`src/rtl/led_fx_pkg.sv`:
```
// Shared definitions for the led8 effect blocks: frame constants, the
// drain FSM state type and small frame helpers.
package led_fx_pkg;

    localparam int         LED_N       = 8;
    localparam logic [7:0] FRAME_FULL  = 8'hFF;
    localparam logic [7:0] FRAME_EMPTY = 8'h00;

    typedef enum logic [1:0] {
        STACK,
        MOVE,
        EMPTY
    } drain_state_t;

    function automatic logic [7:0] bit_rev8(input logic [7:0] f);
        logic [7:0] r;
        for (int i = 0; i < 8; i++) r[i] = f[7-i];
        return r;
    endfunction

    // Bits 7 down to 8-h set; h=0 gives an empty mask, h=8 a full one.
    function automatic logic [7:0] stack_mask(input logic [3:0] h);
        return ~(8'hFF >> h);
    endfunction

endpackage

```
`src/rtl/led_tick_gen.sv`:
```
// Animation step prescaler: one-cycle step every TICK_DIV enabled cycles.
// Freezes (count held, no step) while en is low.
module led_tick_gen #(
    parameter int TICK_DIV = 25_000_000
) (
    input  logic clk,
    input  logic reset,
    input  logic en,
    output logic step
);

    localparam int            CW   = (TICK_DIV > 1) ? $clog2(TICK_DIV) : 1;
    localparam logic [CW-1:0] LAST = CW'(TICK_DIV - 1);

    logic [CW-1:0] cnt;

    assign step = en && (cnt == LAST);

    // NOTE: sequential state uses non-blocking assignments so every register
    // samples pre-edge values regardless of process ordering.
    always_ff @(posedge clk or posedge reset) begin
        if (reset) begin
            cnt <= '0;
        end else if (en) begin
            cnt <= step ? '0 : cnt + 1'b1;
        end
    end

endmodule

```
`src/rtl/led_unstack_drain.sv`:
```
// Unstack-and-drain LED effect: a full bar sheds one LED per detach step,
// each shed LED walks to the open end and falls off; the empty bar refills.
module led_unstack_drain
    import led_fx_pkg::*;
#(
    parameter int TICK_DIV = 25_000_000,
    parameter int LED_N    = led_fx_pkg::LED_N
) (
    input  logic             clk,
    input  logic             reset,
    input  logic             en,
    input  logic             dir,
    output logic [LED_N-1:0] q,
    output logic             wrap
);

    logic step;

    led_tick_gen #(.TICK_DIV(TICK_DIV)) u_tick (
        .clk   (clk),
        .reset (reset),
        .en    (en),
        .step  (step)
    );

    drain_state_t     state, state_nx;
    logic [3:0]       h, h_nx;
    logic             mv, mv_nx;
    logic [2:0]       pos, pos_nx;
    logic             ldir, ldir_nx;
    logic             wrap_nx;
    logic [3:0]       b;
    logic [7:0]       frame_nx;
    logic [LED_N-1:0] q_nx;

    // NOTE: every always_comb output gets a default first so no path leaves
    // a signal unassigned, which would infer a latch.
    always_comb begin
        state_nx = state;
        h_nx     = h;
        mv_nx    = mv;
        pos_nx   = pos;
        ldir_nx  = ldir;
        wrap_nx  = 1'b0;
        b        = 4'(LED_N) - h;

        if (step) begin
            case (state)
                STACK: begin
                    h_nx = h - 4'd1;
                    if (b == 4'd0) begin
                        state_nx = (h_nx != 4'd0) ? STACK : EMPTY;
                    end else begin
                        mv_nx    = 1'b1;
                        pos_nx   = 3'(b - 4'd1);
                        state_nx = MOVE;
                    end
                end
                MOVE: begin
                    if (pos != 3'd0) begin
                        pos_nx = pos - 3'd1;
                    end else begin
                        mv_nx    = 1'b0;
                        state_nx = (h != 4'd0) ? STACK : EMPTY;
                    end
                end
                EMPTY: begin
                    h_nx     = 4'(LED_N);
                    ldir_nx  = dir;
                    wrap_nx  = 1'b1;
                    state_nx = STACK;
                end
                default: state_nx = STACK;
            endcase
        end

        // The frame is built from next-state values so q changes on the step edge itself.
        frame_nx = stack_mask(h_nx) | (mv_nx ? (8'h01 << pos_nx) : FRAME_EMPTY);
        q_nx     = ldir_nx ? bit_rev8(frame_nx) : frame_nx;
    end

    always_ff @(posedge clk or posedge reset) begin
        if (reset) begin
            state <= STACK;
            h     <= 4'(LED_N);
            mv    <= 1'b0;
            pos   <= 3'd0;
            ldir  <= 1'b0;
            q     <= FRAME_FULL;
            wrap  <= 1'b0;
        end else begin
            state <= state_nx;
            h     <= h_nx;
            mv    <= mv_nx;
            pos   <= pos_nx;
            ldir  <= ldir_nx;
            q     <= q_nx;
            wrap  <= wrap_nx;
        end
    end

endmodule

```
`config.mk`:
```
export PLATFORM = sky130hd
export DESIGN_NAME = led_unstack_drain
export DESIGN_NICKNAME = d
export VERILOG_FILES = /design/src/rtl/led_fx_pkg.sv /design/src/rtl/led_tick_gen.sv /design/src/rtl/led_unstack_drain.sv
export SDC_FILE = /design/constraint.sdc
export NUM_CORES = 1
export LEC_CHECK = 0
export CAP_MARGIN = 0
export CORE_UTILIZATION = 60
export CTS_CLUSTER_DIAMETER = 30
export DETAILED_ROUTE_END_ITERATION = 6
export GPL_ROUTABILITY_DRIVEN = 0
export GPL_TIMING_DRIVEN = 0
export PLACE_DENSITY = 0.89
export SLEW_MARGIN = 20
export SYNTH_ARGS = -nofsm -noshare
export SYNTH_HDL_FRONTEND = slang
export SYNTH_SLANG_ARGS = --single-unit
```
`constraint.sdc`:
```
create_clock -name clk -period 4.5 [get_ports clk]
set_input_delay 1.35 -clock clk [delete_from_list [all_inputs] [get_ports clk]]
set_output_delay 1.35 -clock clk [all_outputs]
set_load 0.02 [all_outputs]
```
---- Word level (Yosys, flattened, before mapping) ----
Cells that the tools add are included.
Widths: inputs -> output; s select.
storage, ports and cells
  flip-flop bits (word level) ............. 45
  output and inout port bits .............. 9
  logic and storage cells ................. 50
operators by class
  $add $sub $neg .......................... 5
  eq/ne operators ......................... 4
  shifts and indexed selects .............. 2
  multiplexer cells ....................... 22
  bitwise operators ....................... 2
  reductions and logical operators ........ 7
operators by type and width
  kind                   number
  $add 25x1->25 const B  1
  $eq 25x25->1 const B   1
  $mux 25                1
  $mux 8                 2
  $mux 3                 3
  $mux 2                 4
  $not 8->8              1
  $or 8x8->8             1
  $pmux 4 s2             1
  $reduce_bool 4->1      2
  $shl 1x3->8 const A    1
  $shr 8x4->8 const A    1
  $mux 1                 7
  $pmux 3 s2             1
  $sub 3x1->3 const B    2
  $logic_not 4->1        1
  $mux 4                 1
  $pmux 2 s2             1
  $sub 4x1->4 const B    1
  $sub 4x4->4 const A    1
  $reduce_bool 3->1      1
  $eq 2x1->1 const B     1
  $eq 2x2->1 const B     1
  $logic_not 2->1        1
  4 further kinds        4

---- Longest topological paths before layout ----
Gate-level depths: netlist (run 1).
  depth in word-level cells ............... 9
  gate-level depth with buffers ........... 10

---- Modules after synthesis ----
Synthesis (run 1) repeated with hierarchy kept, for this count alone.
unflattened totals
  cell total of the unflattened synthesis .. 264
  area, all modules ....................... 2568.7 um^2
modules (own cells, without submodules)
  module             times used  cells each  area an instance (um^2)  sequential area each (um^2)
  led_tick_gen       1           128         1297.5                   625.6
  led_unstack_drain  1           136         1271.2                   511.7

---- Least setup slack after synthesis (run 1) ----
OpenSTA, ideal clock, no wires.
  path kind ............................... input to register
  from .................................... input en
  to ...................................... register q[3]
  setup time .............................. 0.099 ns
  arrival time ............................ 3.077 ns
  path slack .............................. 1.323 ns
  cell stages on the path ................. 7
  buffers on the path ..................... 0
  cell sequence ........................... and4_1 -> nand3_2 -> nor4_4 -> mux2_2 -> or2_2 -> a22oi_2 -> a22oi_1
between the ends
  word-level cells in the longest chain between the ends .. 6
ends and longest elaborated chain
  what                  line                     text
  from (decl)           led_unstack_drain.sv:11  input logic en,
  $logic_and 1x1->1     led_tick_gen.sv:17       assign step = en && (cnt == LAST);
  $mux 4                led_unstack_drain.sv:47  if (step) begin
  named net h_nx[1]     led_unstack_drain.sv:27  logic [3:0] h, h_nx;
  $shr 8x4->8           led_fx_pkg.sv:23         return ~(8'hFF >> h);
  $not 8->8             led_fx_pkg.sv:23
  $or 8x8->8            led_unstack_drain.sv:78  frame_nx = stack_mask(h_nx) | (mv_nx ? (8'h01 << pos_nx) : FRAME_EMPTY);
  $mux 8                led_unstack_drain.sv:79  q_nx = ldir_nx ? bit_rev8(frame_nx) : frame_nx;
  named net q_nx[3]     led_unstack_drain.sv:34  logic [LED_N-1:0] q_nx;
  to (signal assigned)  led_unstack_drain.sv:97  q <= q_nx;
  to (decl)             led_unstack_drain.sv:13  output logic [LED_N-1:0] q,
The timed path passes the listed nets, and every way through them passes these cells.
A chain may end at the register's enable or synchronous reset.

---- Worst setup path in the final report (run 1) ----
Ends and elaborated chain as after synthesis.

==> impl_metrics.yaml, run 1 <==
logic_synthesis:
  async_flop_share_pct: 100
  synth_area_um2: 2520
  synth_top_area_share_pct: 35.7
  ys_top_cells_by_area: "dfrtp_1 (36%), dfstp_2 (9.4%), nor2_1 (4.6%), xnor2_1 (4.5%), xor2_1 (3.8%)"
  synth_xor_area_share_pct: 8.33
  yosysSeqAreaShare_pct: 45.0
  synth_top_family_by_area: "simple AND/OR/NAND/NOR gates"
  synth-compound-area-share_pct: 12.2
  synthSimpleGateAreaFrac_pct: 26.5
  ys.flop_type: "dfrtp_1"
  ys_ff_latch: 45
  ys_warn_count: 0
  syn_nets: 262
  synth_cell_types: 57
  synthMuxAreaShare_pct: 2.18
  synth_edf_count: 0
  synth_top_area_cell: "dfrtp_1"
  synthCells: 252
  synth-adder-area-share_pct: 2.97
  avgSynthCellArea_um2: 10.0
die:
  core_area_um2: 4030
  fp-row-count: 23
  initial_core_util_pct: 62.7
  dieArea_um2: 4470
  pin_count: 13
  die_y_um: 66.9
  dieWidth_um: 66.9
layout:
  nets: 282
  final_area_um2: 2840
  area.growth.synth_to_final_pct: 12.6
  final_util_pct: 70.6
  fill_cells: 296
  final_layout_size_suffix_gt1_share_pct: 14.7
  diodes: 0
clocking:
  clk_latency_ns: 0.29
  post_cts_resized: 0
  cts.sinks: 45
  clk_pin_slew_worst_paths_ns: 0.08
  cts_tree: "done"
  ctsHtreeMaxLevel: 2
  cts_hold_buf: 0
  post_cts_buffers: 0
  cts_root_buffer: "clkbuf_8"
  clockBufferDepth: 2
  cts_buffers: 5
hold_path:
  min_path_cells: 1
  holdCritPathClass: "reg -> reg"
  whs_endpoint: "u_tick.cnt[8]$_DFFE_PP0P_"
  min_from: "u_tick.cnt[8]$_DFFE_PP0P_"
worst_setup_path:
  critPathLaunchType: "primary input"
  crit_type: "in -> reg"
  critPathRequiredTime_ns: 4.70
  worst-r2r-cell-count: 9
  max_stage_delay_ns: 0.58
  slowest_stage: "clkdlybuf4s50_1"
  r2r_setup_slack_ns: 1.78
  cp_max_fo: 8
  path_cells: "clkdlybuf4s50_1 > and4_1 > nand3_2 > nor4_4 > mux2_2 > or2_2 > a22oi_2 > a22oi_1"
  cp.arrival_ns: 3.94
  end_kind: "register"
  crit-reg2reg-launch: "pos[1]$_DFF_PP0_"
  r2r_end: "q[6]$_DFF_PP1_"
sta:
  setup_violations: 0
  fmaxAchievable_mhz: 267
  relSlewSlack_pct: 47.0
  slew_violations: 0
  tightestPinTransition_ns: 0.789
  fin_skew_ns: 0.00611
  period_share_pct: 83.1
  tns_ns: 0
  hold_violations: 0
  rsz0062_at_grt: "false"
  period_needed_ns: 3.74
  holdWs_ns: 0.512
  worst_slack_ns: 0.761
power:
  swShare_pct: 23.3
  combPwrFrac_pct: 7.8
  power_leakage_nw: 1.22
  seqPwrFrac_pct: 55.2
  clkPwrFrac_pct: 37.0
  powerDensity_nw_per_um2: 296
  ir_drop_mv: 0.196
  power_switching_mw: 0.196
  p_int_mw: 0.646
route:
  vias: 1963
  drt-wirelength-per-cell_um: 15.6
  viasPerCell: 6.08
  ant_nets: 0
  drtIter0Drc: 169
  routed_wl_mm: 5.04
  drcViolationCount: 0
  drtPass1Iterations: 4
placed_design:
  pre_cts_slack_ns: 0.444
  hpwl_mm: 3.66
  placed_area_um2: 2730
  portBuffers: 12
grt:
  grt.total_usage_pct: 25.5
  grt_pass1_vias: 1841
  grt_max_degree: 30
  antenna_found_initial: 0
  grt.overflow.total: 0
  grt_pass1_wl_mm: 8.37
run:
  cap_violations: 0
outcome:
  status: "completed"
state kept, by name (all words and copies together), names as in the netlist:
signal      count
mv              1
h               4
state           2
q               8
wrap            1
u_tick.cnt     25
pos             3
ldir            1
synthesized netlist by cell type (3+ instances only):
library cell	instances
xnor2_1	13
and2_1	6
clkbuf_1	4
nor3_1	10
nand2_1	16
xor2_1	11
a31oi_1	3
dfrtp_1	36
mux2_2	4
dfstp_2	9
o31ai_1	3
nand3_1	7
nor2_1	31
nor4_1	4
ha_1	6
nor2b_1	4
inv_1	12
a211oi_1	3
a22oi_1	12
nand4_1	8
a21oi_1	3
nand2b_1	3
and3_1	4
layout by cell type, fill, tap and decap left out, types with 4 or more instances in the layout:
master           synthesis  layout
ha_1                     6       6
nor3_1                  10      10
nor2b_1                  4       4
nand2_1                 16      16
inv_1                   12      11
xnor2_1                 13      13
dfrtp_1                 36      36
and2_1                   6       6
nand3_1                  7       7
clkdlybuf4s50_1          0      12
and3_1                   4       4
clkbuf_1                 4       5
nand4_1                  8       8
nor4_1                   4       4
clkbuf_8                 0       6
a22oi_1                 12      12
nor2_1                  31      31
dfstp_2                  9       9
xor2_1                  11      11
mux2_2                   4       4
worst max path at each step:
| stage | slack [ns] | startpoint | end | depth (start not counted) |
|---|---|---|---|---|
| after CTS | 0.76 | en | q[3]$_DFF_PP1_ | 8 |
| after global placement | 0.52 | en | q[3]$_DFF_PP1_ | 8 |
| after detailed placement | 0.44 | en | q[3]$_DFF_PP1_ | 8 |
| final | 0.76 | en | q[3]$_DFF_PP1_ | 8 |
| after global routing | 0.61 | en | q[4]$_DFF_PP1_ | 8 |
| after floorplan | 1.32 | en | q[3]$_DFF_PP1_ | 7 |
kinds of logic (layout without fill, tap and decap cells):
group,Yosys count,after routing
flops,45,45
fa+ha+maj,6,6
mux,5,5
simple gates,115,115
buf+inv,18,39
compound gates,39,39
xor+xnor,24,24
routing by layer:
metal  wire length [um]  track usage, %  vias to the layer above
met1               2240            31.4                      955
met5                  0               0                        -
li1                   -               -                      946
met4                 55            10.6                        0
met3                215            6.16                        7
met2               2530            42.3                       55
power by group through the flow:
| stage | logic, mW | clock network (mW) | registers (mW) |
|---|---|---|---|
| 4_1_cts | 0.0674 | 0.321 | 0.464 |
| 5_1_grt | 0.0778 | 0.337 | 0.468 |
| 6_report | 0.0657 | 0.312 | 0.465 |
| 3_5_place_dp | 0.0676 | 0 | 0.470 |
| 2_1_floorplan | 0.0515 | 0 | 0.463 |
| 3_3_place_gp | 0.0603 | 0 | 0.468 |
worst max-delay path: cells and delay by family:
family,cells,cell delay (ns)
buffers and inverters,1,0.58
and+or+nand+nor,4,1.31
AOI/OAI and AO/OA,2,0.27
muxes,1,0.42
final cells by class:
type / count / area [um2] / area share (%)
clock inverters: 1 / 30.0 / 1.06
flip-flops and latches: 45 / 1140 / 40.0
repair buffers: 13 / 140 / 4.93
multi-input cells: 189 / 1320 / 46.4
inverters: 13 / 48.8 / 1.72
clock buffers: 7 / 86.3 / 3.04
plain buffers: 5 / 20.0 / 0.704
well taps: 50 / 62.6 / 2.20
stage by stage:
| step | power [mW] | instances |
|---|---|---|
| after floorplan | 0.515 | 252 |
| after global placement | 0.529 | 314 |
| after detailed placement | 0.538 | 315 |
| after CTS | 0.852 | 323 |
| after global routing | 0.883 | 323 |
| final | 0.842 | 323 |
No activity file was read; power rests on OpenSTA's default activity.
==> run 2: changes to the inputs <==
Clock period 4.5 ns to 3.6 ns, I/O delays scaled along.
==> run 2 against run 1 <==
Against the previous run:
- routed wire length up 0.34%
- combinational power grew 25%
- critical path depth stayed put
- die area did not move
- total power increased by 25%
- count of clock-buffer cells in the layout unchanged
- design area is the same
- critical endpoint unchanged
- highest routed layer unchanged
==> impl_metrics.yaml, run 2 (synthesis gave the netlist of run 1 again) <==
outcome:
  status: "completed"
die:
  core_area_um2: 4030
  die_y_um: 66.9
  initial_core_util_pct: 62.7
  dieArea_um2: 4470
  dieWidth_um: 66.9
  fp-row-count: 23
  pin_count: 13
clocking:
  cts_hold_buf: 0
  cts_tree: "done"
  clk_pin_slew_worst_paths_ns: 0.08
  cts_root_buffer: "clkbuf_8"
  post_cts_buffers: 0
  clockBufferDepth: 2
  post_cts_resized: 0
  ctsHtreeMaxLevel: 2
  clk_latency_ns: 0.30
  cts.sinks: 45
  cts_buffers: 5
route:
  drt-wirelength-per-cell_um: 15.6
  drtPass1Iterations: 4
  routed_wl_mm: 5.05
  ant_nets: 0
  drtIter0Drc: 160
  viasPerCell: 6.04
  vias: 1951
  drcViolationCount: 0
worst_setup_path:
  path_cells: "clkdlybuf4s50_1 > and4_1 > nand3_2 > nor4_4 > mux2_2 > or2_2 > a22oi_2 > a22oi_1"
  slowest_stage: "clkdlybuf4s50_1"
  cp.arrival_ns: 3.64
  cp_max_fo: 8
  max_stage_delay_ns: 0.58
  crit_type: "in -> reg"
  critPathRequiredTime_ns: 3.80
  critPathLaunchType: "primary input"
  end_kind: "register"
sta:
  period_share_pct: 95.5
  hold_violations: 0
  fin_skew_ns: 0.00609
  tightestPinTransition_ns: 0.789
  fmaxAchievable_mhz: 291
  rsz0062_at_grt: "false"
  relSlewSlack_pct: 47.0
  period_needed_ns: 3.44
  worst_slack_ns: 0.162
  setup_violations: 0
  slew_violations: 0
power:
  powerDensity_nw_per_um2: 370
  power_leakage_nw: 1.22
  ir_drop_mv: 0.245
  total_power_mw: 1.05
layout:
  nets: 282
  diodes: 0
  fill_cells: 296
  final_layout_size_suffix_gt1_share_pct: 14.7
  final_cell_mix: "dfrtp_1 (36), nor2_1 (31), nand2_1 (16)"
  top_register: "u_tick.cnt"
  area.growth.synth_to_final_pct: 12.6
  largest_register_ffs: 25
  mostFrequentLayoutCell: "dfrtp_1"
  top_regs: "u_tick.cnt x25, q x8, h x4"
hold_path:
  holdCritPathClass: "reg -> reg"
grt:
  grt_max_degree: 30
  grt.total_usage_pct: 25.5
  grt_pass1_vias: 1841
  grt.overflow.total: 0
  grt_pass1_wl_mm: 8.37
  antenna_found_initial: 0
placed_design:
  hpwl_mm: 3.66
  portBuffers: 12
  pre_cts_slack_ns: -0.186
run:
  cap_violations: 0
## run 2: per-stage QoR
stage	cells	area (um2)	util [%]	TNS [ns]	hold slack (ns)
floorplan	252	2520	-	0	0.461
global placement	314	2710	67.2	-0.301	0.503
detailed placement	315	2730	67.7	-0.658	0.500
CTS	323	2840	70.6	0	0.515
global route	323	2840	70.6	0	0.540
finish	323	2840	70.6	0	0.512
## run 2: power by group
| part | total, mW | switching, mW | internal (mW) |
|---|---|---|---|
| sequential | 0.581 | 0.0412 | 0.540 |
| clock | 0.391 | 0.164 | 0.226 |
| combinational | 0.0821 | 0.0409 | 0.0412 |
| total | 1.05 | 0.246 | 0.807 |
## run 2: worst paths after layout
kind / startpoint / end / slack [ns] / depth (start not counted)
hold reg to reg: u_tick.cnt[8]$_DFFE_PP0P_ / u_tick.cnt[8]$_DFFE_PP0P_ / 0.51 / 1
setup / recovery: en / q[3]$_DFF_PP1_ / 0.16 / 8
hold / removal: u_tick.cnt[8]$_DFFE_PP0P_ / u_tick.cnt[8]$_DFFE_PP0P_ / 0.51 / 1
setup reg to reg: pos[1]$_DFF_PP0_ / q[0]$_DFF_PP1_ / 0.90 / 9
min in group asynchronous: reset / ldir$_DFF_PP0_ / 1.08 / 2
max in group asynchronous: reset / u_tick.cnt[0]$_DFFE_PP0P_ / 2.05 / 3
## run 2: layout make-up
cell class,instances,area [um2],area share [%]
multi-input cells,189,1320,46.4
flip-flops and latches,45,1140,40.0
repair buffers,13,140,4.93
clock buffers,7,86.3,3.04
well taps,50,62.6,2.20
inverters,13,48.8,1.72
clock inverters,1,30.0,1.06
plain buffers,5,20.0,0.704
## run 2: worst max-delay path, delay by kind of cell
kind            cells  cell delay (ns)
simple gates        4             1.27
compound gates      2             0.28
buf+inv             1             0.58
mux                 1             0.43
## run 2: metal layers
layer / GRT usage, % / wire, um
met1: 31.4 / 2260
met4: 10.6 / 53
met2: 42.3 / 2530
met5: 0 / 0
met3: 6.16 / 209
